**src/rtl/instr_pkg.sv**
```systemverilog
// instr_pkg: instruction field positions, F_Code classes and sequencer states
package instr_pkg;
    localparam int RI_BIT   = 31;
    localparam int RS_HI    = 30;
    localparam int RS_LO    = 25;
    localparam int RD_HI    = 24;
    localparam int RD_LO    = 19;
    localparam int MODE_BIT = 18;
    localparam int FC_HI    = 17;
    localparam int FC_LO    = 15;
    localparam int RT_HI    = 14;
    localparam int RT_LO    = 9;
    localparam int IMM_HI   = 14;
    localparam int IMM_LO   = 0;
    localparam logic [2:0] FC_REGWR = 3'b100;
    localparam logic [2:0] FC_STORE = 3'b110;
    localparam logic [2:0] FC_HALT  = 3'b111;
    typedef enum logic [2:0] {IDLE, FETCH, DECODE, EXEC, MEM, WB, HALT} state_t;
endpackage

```
**src/rtl/instr_field_split.sv**
```systemverilog
// instr_field_split: combinational split of an instruction word into decode fields and class flags
module instr_field_split
    import instr_pkg::*;
(
    input  logic [31:0] ir,
    output logic        ri,
    output logic [5:0]  rs,
    output logic [5:0]  rd,
    output logic        mode,
    output logic [2:0]  fcode,
    output logic [5:0]  rt,
    output logic [14:0] imm,
    output logic        is_regwr,
    output logic        is_store,
    output logic        is_halt
);
    assign ri       = ir[RI_BIT];
    assign rs       = ir[RS_HI:RS_LO];
    assign rd       = ir[RD_HI:RD_LO];
    assign mode     = ir[MODE_BIT];
    assign fcode    = ir[FC_HI:FC_LO];
    assign rt       = ir[RT_HI:RT_LO];
    assign imm      = ir[IMM_HI:IMM_LO];
    assign is_regwr = fcode == FC_REGWR;
    // I-type store encoding falls through as a NOP
    assign is_store = !ri && fcode == FC_STORE;
    assign is_halt  = ri && fcode == FC_HALT;
endmodule

```
**src/rtl/instr_sequencer.sv**
```systemverilog
// instr_sequencer: multi-cycle fetch/decode/exec/mem/wb controller owning the PC and retire counter
module instr_sequencer
    import instr_pkg::*;
#(
    parameter int PC_W  = 16,
    parameter int CNT_W = 16
) (
    input  logic             clk,
    input  logic             rst,
    input  logic             start,
    output logic             imem_req,
    output logic [PC_W-1:0]  imem_addr,
    input  logic             imem_ready,
    input  logic [31:0]      imem_rdata,
    output logic             ir_ri,
    output logic [5:0]       ir_rs,
    output logic [5:0]       ir_rd,
    output logic             ir_mode,
    output logic [2:0]       ir_fcode,
    output logic [5:0]       ir_rt,
    output logic [14:0]      ir_imm,
    output logic             alu_en,
    output logic             dmem_req,
    output logic             dmem_we,
    input  logic             dmem_ready,
    output logic             reg_we,
    output logic             busy,
    output logic             halted,
    output logic [CNT_W-1:0] instr_count
);
    state_t          state, state_n;
    logic [31:0]     ir;
    logic [PC_W-1:0] pc;
    logic            is_regwr, is_store, is_halt, retire;

    instr_field_split u_split (
        .ir       (ir),
        .ri       (ir_ri),
        .rs       (ir_rs),
        .rd       (ir_rd),
        .mode     (ir_mode),
        .fcode    (ir_fcode),
        .rt       (ir_rt),
        .imm      (ir_imm),
        .is_regwr (is_regwr),
        .is_store (is_store),
        .is_halt  (is_halt)
    );

    always_comb begin
        state_n   = state;
        imem_req  = state == FETCH;
        imem_addr = pc;
        alu_en    = state == EXEC;
        dmem_req  = state == MEM;
        dmem_we   = state == MEM;
        reg_we    = state == WB;
        busy      = !(state inside {IDLE, HALT});
        halted    = state == HALT;
        case (state)
            IDLE:    state_n = start ? FETCH : IDLE;
            FETCH:   state_n = imem_ready ? DECODE : FETCH;
            DECODE:  state_n = is_halt ? HALT : EXEC;
            EXEC:    state_n = is_regwr ? WB : is_store ? MEM : FETCH;
            MEM:     state_n = dmem_ready ? FETCH : MEM;
            WB:      state_n = FETCH;
            default: state_n = state;
        endcase
    end

    // an instruction retires on any return to FETCH from the execute phases
    assign retire = state_n == FETCH && state inside {EXEC, MEM, WB};

    always_ff @(posedge clk or posedge rst) begin
        if (rst) begin
            state       <= IDLE;
            ir          <= '0;
            pc          <= '0;
            instr_count <= '0;
        end else begin
            state <= state_n;
            if (imem_req && imem_ready) ir <= imem_rdata;
            if (retire) begin
                pc          <= pc + PC_W'(4);
                instr_count <= instr_count + 1'b1;
            end
        end
    end
endmodule

```
**config.mk**
```make
export PLATFORM = sky130hd
export DESIGN_NAME = instr_sequencer
export DESIGN_NICKNAME = d
export VERILOG_FILES = /design/src/rtl/instr_pkg.sv /design/src/rtl/instr_field_split.sv /design/src/rtl/instr_sequencer.sv
export SDC_FILE = /design/constraint.sdc
export NUM_CORES = 1
export LEC_CHECK = 0
export CAP_MARGIN = 30
export CORE_MARGIN = 5
export CORE_UTILIZATION = 35
export DETAILED_ROUTE_END_ITERATION = 7
export MAX_ROUTING_LAYER = met4
export PLACE_DENSITY = 0.78
export SETUP_SLACK_MARGIN = 0.02
export SLEW_MARGIN = 40
export SYNTH_ARGS = -nofsm -noshare
export SYNTH_HDL_FRONTEND = slang
export SYNTH_SLANG_ARGS = --single-unit
```
**constraint.sdc**
```tcl
create_clock -name clk -period 1.72 [get_ports clk]
set_input_delay 0.172 -clock clk [delete_from_list [all_inputs] [get_ports clk]]
set_output_delay 0.172 -clock clk [all_outputs]
set_load 0.02 [all_outputs]
```
Word-level counts from Yosys, hierarchy flattened --
Cells that the tools add are included.
Cells by class: add/sub/neg operators 2, multipliers 0, div/mod/pow operators 0, $lt $le $gt $ge 0, eq/ne operators 10, shift-type cells 0, muxes and demuxes 7, bitwise logic cells 0, reductions and logical operators 9
Operators with widths (count):
- equality test 3 bit, second input constant | 6
- case mux 3 bit (6 select lines) | 1
- adder 16 x 1 -> 16 bit, second input constant | 1
- adder 16 x 3 -> 16 bit, second input constant | 1
- 2-to-1 mux 3 bit | 4
- equality test 3 x 1 -> 1 bit, second input constant | 2
- equality test 3 x 2 -> 1 bit, second input constant | 2
- logical AND 1 bit | 4
- logical NOT 3 bit | 1
- nonzero test 3 bit | 1
- logical NOT 1 bit | 2
- 2-to-1 mux 2 bit | 1
- nonzero test 2 bit | 1
- 2-to-1 mux 1 bit | 1
Word-level totals: flip-flop bits (word level) 67, bits in latches 0, bits in writable memories 0, ROM bits 0, input port bits 37, output and inout bits 77, word-level logic and storage cells 32, memories 0

Logic depth before layout (Yosys ltp) --
depth in word-level cells 7, depth in mapped cells 7, depth with buffers taken out 5

Modules after synthesis --
From an unflattened synthesis, not the netlist that was laid out.
Unflattened totals: cells, all modules 264, area, all modules 3180.6 sq um
Modules (own cells, without submodules):
- instr_sequencer | instances 1, cells each 223, area an instance 2865.2 sq um, seq. area each 1626.6 sq um
- instr_field_split | instances 1, cells each 41, area an instance 315.3 sq um, seq. area each 0.0 sq um

Least setup slack after synthesis --
No wires, ideal clock.
path kind reg2reg, start register state[2], end register ir[10], data arrival time 1483 ps, required time 1595 ps, slack 112 ps, stages on the path, launching flop included 6, cells stage by stage dfrtp_1 -> inv_2 -> nand2_2 -> nor3b_4 -> buf_6 -> mux2_2
Between the ends: longest elaborated chain between the ends 2
RTL lines:
- from (decl) | RTL line instr_sequencer.sv:31 | state_t state, state_n;
- from (signal assigned) | RTL line instr_sequencer.sv:81 | state <= state_n;
- equality test 3 x 1 -> 1 bit | RTL line instr_sequencer.sv:52 | imem_req = state == FETCH;
- logical AND 1 bit | RTL line instr_sequencer.sv:82 | if (imem_req && imem_ready) ir <= imem_rdata;
- to (signal assigned) | RTL line instr_sequencer.sv:82
- to (decl) | RTL line instr_sequencer.sv:32 | logic [31:0] ir;
Every way passes these cells. A chain may end at the register's enable or synchronous reset.

Worst setup path after layout --
start register state[2], end register ir[4]
Same word-level chain as after synthesis.

==> results.txt <==
----------------------------------------------------
[Worst setup path]
  CP startpoint kind ... flop
  Cell chain of the critical path ... inv_2, nand2_2, nor3b_4, buf_12, clkbuf_16, mux2_2
  Data required, critical path ... 1.93 ns
  Kind of critical path ... reg -> reg
  Logic depth of the worst register-to-register path ... 6
  CP Buf/Inv Count ... 3
  Worst reg2reg path startpoint ... state[2]
  Crit Reg-Reg Endpoint ... ir[4]
  Endpoint arrival time on the critical path ... 1.83 ns
  Highest cell delay on the worst timing path ... approximately 0.40 ns
  Dominant delay contributor by cell family on the critical path ... buffers and inverters
  Slowest cell on the critical path ... dfrtp_1
  CP endpoint kind ... flop
  Worst R2R Setup Slack ... approximately 0.095 ns
  Largest fanout on the critical path ... 16

[Synth]
  Number of enable-type register cells in the synthesized netlist ... 0
  Cell count after synthesis ... 239
  Most frequent cell after synthesis ... dfrtp_1
  Fraction of registers with async set/reset ... 100%
  Synth warnings ... 0
  Yosys top cell area share ... between 50% and 60%
  Combined area of all synthesized cells ... a little under 3000 sq um
  Largest area contributor in the synthesized netlist ... dfrtp_1
  Post-synth top cells ... 65 x dfrtp_1, 30 x mux2_2, 18 x xnor2_1
  Number of library cell types mapped by synthesis ... 38
  Sequential area share after synthesis ... 55.3%
  Top post-synthesis cells by area ... dfrtp_1 55%, mux2_2 11%, xnor2_1 5.4%, xor2_1 3.0%, buf_4 2.3%
  Most instantiated flip-flop cell in the synthesis netlist ... dfrtp_1
  Synthesized area per cell ... 12.3 sq um
  Number of synthesized register bits ... 65

[Layout]
  Final design instance area without fill ... 4420 sq um
  Fraction of layout cells with a size suffix above 1 ... 21.4%
  Filler cells ... 724
  P&R area growth vs syn ... 50.2%
  Final layout net count ... 395
  Antenna diodes ... 0

[Clock tree]
  Sink Count ... 65
  Root buffer cell ... clkbuf_8
  CTS H-Tree Depth ... 3
  Maximum clock path buffer count ... 2
  Clock-pin transition on the worst setup and hold timing paths ... around 0.07 ns
  CTS tree ... done
  Latest clock arrival within the worst-skew pair ... around 0.33 ns
  Total clock buffers created by CTS ... 9

[Placement]
  Input/output buffers ... about 110
  Final Wtd Congestion ... 0.815
  Cell area after placement ... just over 4000 sq um
  Hpwl dp ... 4950 microns

[STA]
  Aggregate negative setup slack ... 0 ns
  Setup-failing EPs final ... 0
  Slew Limit Fails ... 0
  Fin. Hold Viols ... 0
  Ratio of final minimum period to clock period ... ~94%
  Min Tclk post-route ... 1.63 ns
  Setup skew after layout ... 0.00852 ns
  Setup repair after global routing missed its margin ... no
  Fmax ... 615 MHz

[Die]
  Die Span X ... around 100 microns
  Initial standard-cell utilization of the core ... 35.8%
  Io pins ... between 100 and 150
  Core Region ... 8220 sq um
  Die area ... 10300 sq um
  Height of the die ... 102 microns
  Site Rows ... 33

[GRT]
  Combined global-route utilization of all metal layers ... 14.3%
  Vias in the first global route ... 2315
  Pin count of the biggest net entering global routing ... 66
  First-pass GRT wire length ... about 11000 microns
  Number of antenna violations at the first check in global routing ... 0
  GR Overflow Total ... 0

[Power]
  Pint ... 4840 uW
  Logic gate share of total power ... ~50%
  Pwr dens ... 1750 nW/um^2
  Proportion of power drawn by the clock network ... 16.6%
  Leak Pwr ... 0.00180 uW
  Net switching share of the total power ... 37.5%
  Maximum vdd drop ... 0.830 mV
  Power dissipated by switching net loads ... 2910 uW
  Sequential power share ... around 32%

[Route]
  DR vias ... ~2200
  Number of DRC markers in iteration 0 ... 41
  Mean routed wirelength per cell ... 15.6 microns
  First-pass detailed-route iteration total ... 4
  Count of antenna-violating nets left after detailed routing ... 0
  Post-Route WL ... 7240 microns
  Via-to-Cell Ratio ... between 4 and 5
  DR DRC count ... 0

[Run]
  Number of max-cap violations ... 0

[Outcome]
  Run status ... finished clean

[Hold path]
  Tightest Hold Check Type ... in -> async

----------------------------------------------------
## layout by cell type (no fill, tap or decap), drive strengths merged, types with 2 or more instances in the layout
cell,netlist,final
o21ai,3,3
inv,6,5
o22ai,2,2
clkbuf,2,16
buf,16,11
nor4,2,2
clkdlybuf4s50,0,103
xnor2,18,18
nand3,12,12
and2,4,4
xor2,10,10
conb,1,2
dlygate4sd2,0,2
and3,5,5
mux2,31,31
nor3,7,7
clkdlybuf4s15,0,2
nand2,18,18
dfrtp,65,65
nor2,14,14
nand4,9,9
clkinv,0,2
a21oi,2,2
ha,2,2
## per-stage QoR
step,utilization (%),total power [uW],hold slack (ns),cells,worst slack (ns)
floorplan,-,4770,0.289,240,0.112
global placement,50.3,6270,0.458,445,0.0147
detailed placement,50.3,6360,0.465,445,0.0105
CTS,52.9,7670,0.316,461,0.0202
global route,53.8,8230,0.332,465,0.0200
finish,53.8,7740,0.299,465,0.0949
## worst register-to-register path, cell delays in order (launching register included)
cell and delay, ns:
dfrtp_1 0.40, inv_2 0.12, nand2_2 0.10, nor3b_4 0.22, buf_12 0.15, clkbuf_16 0.17
mux2_2 0.34
## kinds of logic (layout without fill, tap and decap cells)
family	Yosys count	count (layout)	share of synthesized area, %
compound gates	13	13	3.61
buf+inv	24	144	5.78
flops	65	65	55.3
fa+ha+maj	2	2	0.850
other cells	1	2	0.127
simple gates	75	75	14.2
mux	31	31	11.9
xor+xnor	28	28	8.33
## sequential cells by signal, indices dropped and copies added, names as in the netlist
signal / flops
ir: 32
instr_count: 16
imem_addr: 14
state: 3
## area by class of cell
type                    instances  area [sq um]  share of cell area (%)
multi-input cells             151          1170                    26.4
inverters                       6          26.3                   0.595
clock inverters                 3          40.0                   0.906
repair buffers                123          1270                    28.8
clock buffers                  12           155                    3.51
well taps                     105           131                    2.97
flip-flops and latches         65          1630                    36.8
## worst max-delay path by stage
stage,to,cells after the start,slack (ns),startpoint
floorplan,ir[10],5,0.11,state[2]
global placement,halted,3,0.01,state[0]
detailed placement,halted,3,0.01,state[0]
CTS,busy,4,0.02,state[1]
global route,imem_addr[15],6,0.02,state[1]
finish,ir[4],6,0.09,state[2]
## layer usage
| metal | vias up | share of wire, % | track usage (%) |
|---|---|---|---|
| li1 | 1045 | - | - |
| met5 | - | 0 | - |
| met2 | 88 | 46 | 21.2 |
| met1 | 1097 | 45 | 18.7 |
| met4 | 0 | 1.8 | 6.03 |
| met3 | 14 | 7.4 | 3.58 |
## power groups by stage
stage | sequential, uW | combinational (uW) | clock (uW)
after global routing | 2590 | 4240 | 1410
after detailed placement | 2520 | 3840 | 0
after global placement | 2490 | 3780 | 0
after floorplan | 3090 | 1680 | 0
final | 2480 | 3970 | 1290
after CTS | 2490 | 3850 | 1330
## what timing repair did
| action | CTS | global route |
|---|---|---|
| hold buffers | 0 | 0 |
| resized for setup | 16 | 7 |
| setup buffers | 1 | 2 |
| setup endpoints to repair | 7 | 17 |
| pin swaps | 0 | 1 |
| gates cloned | 0 | 2 |
Power figures use the tool's default switching activity.
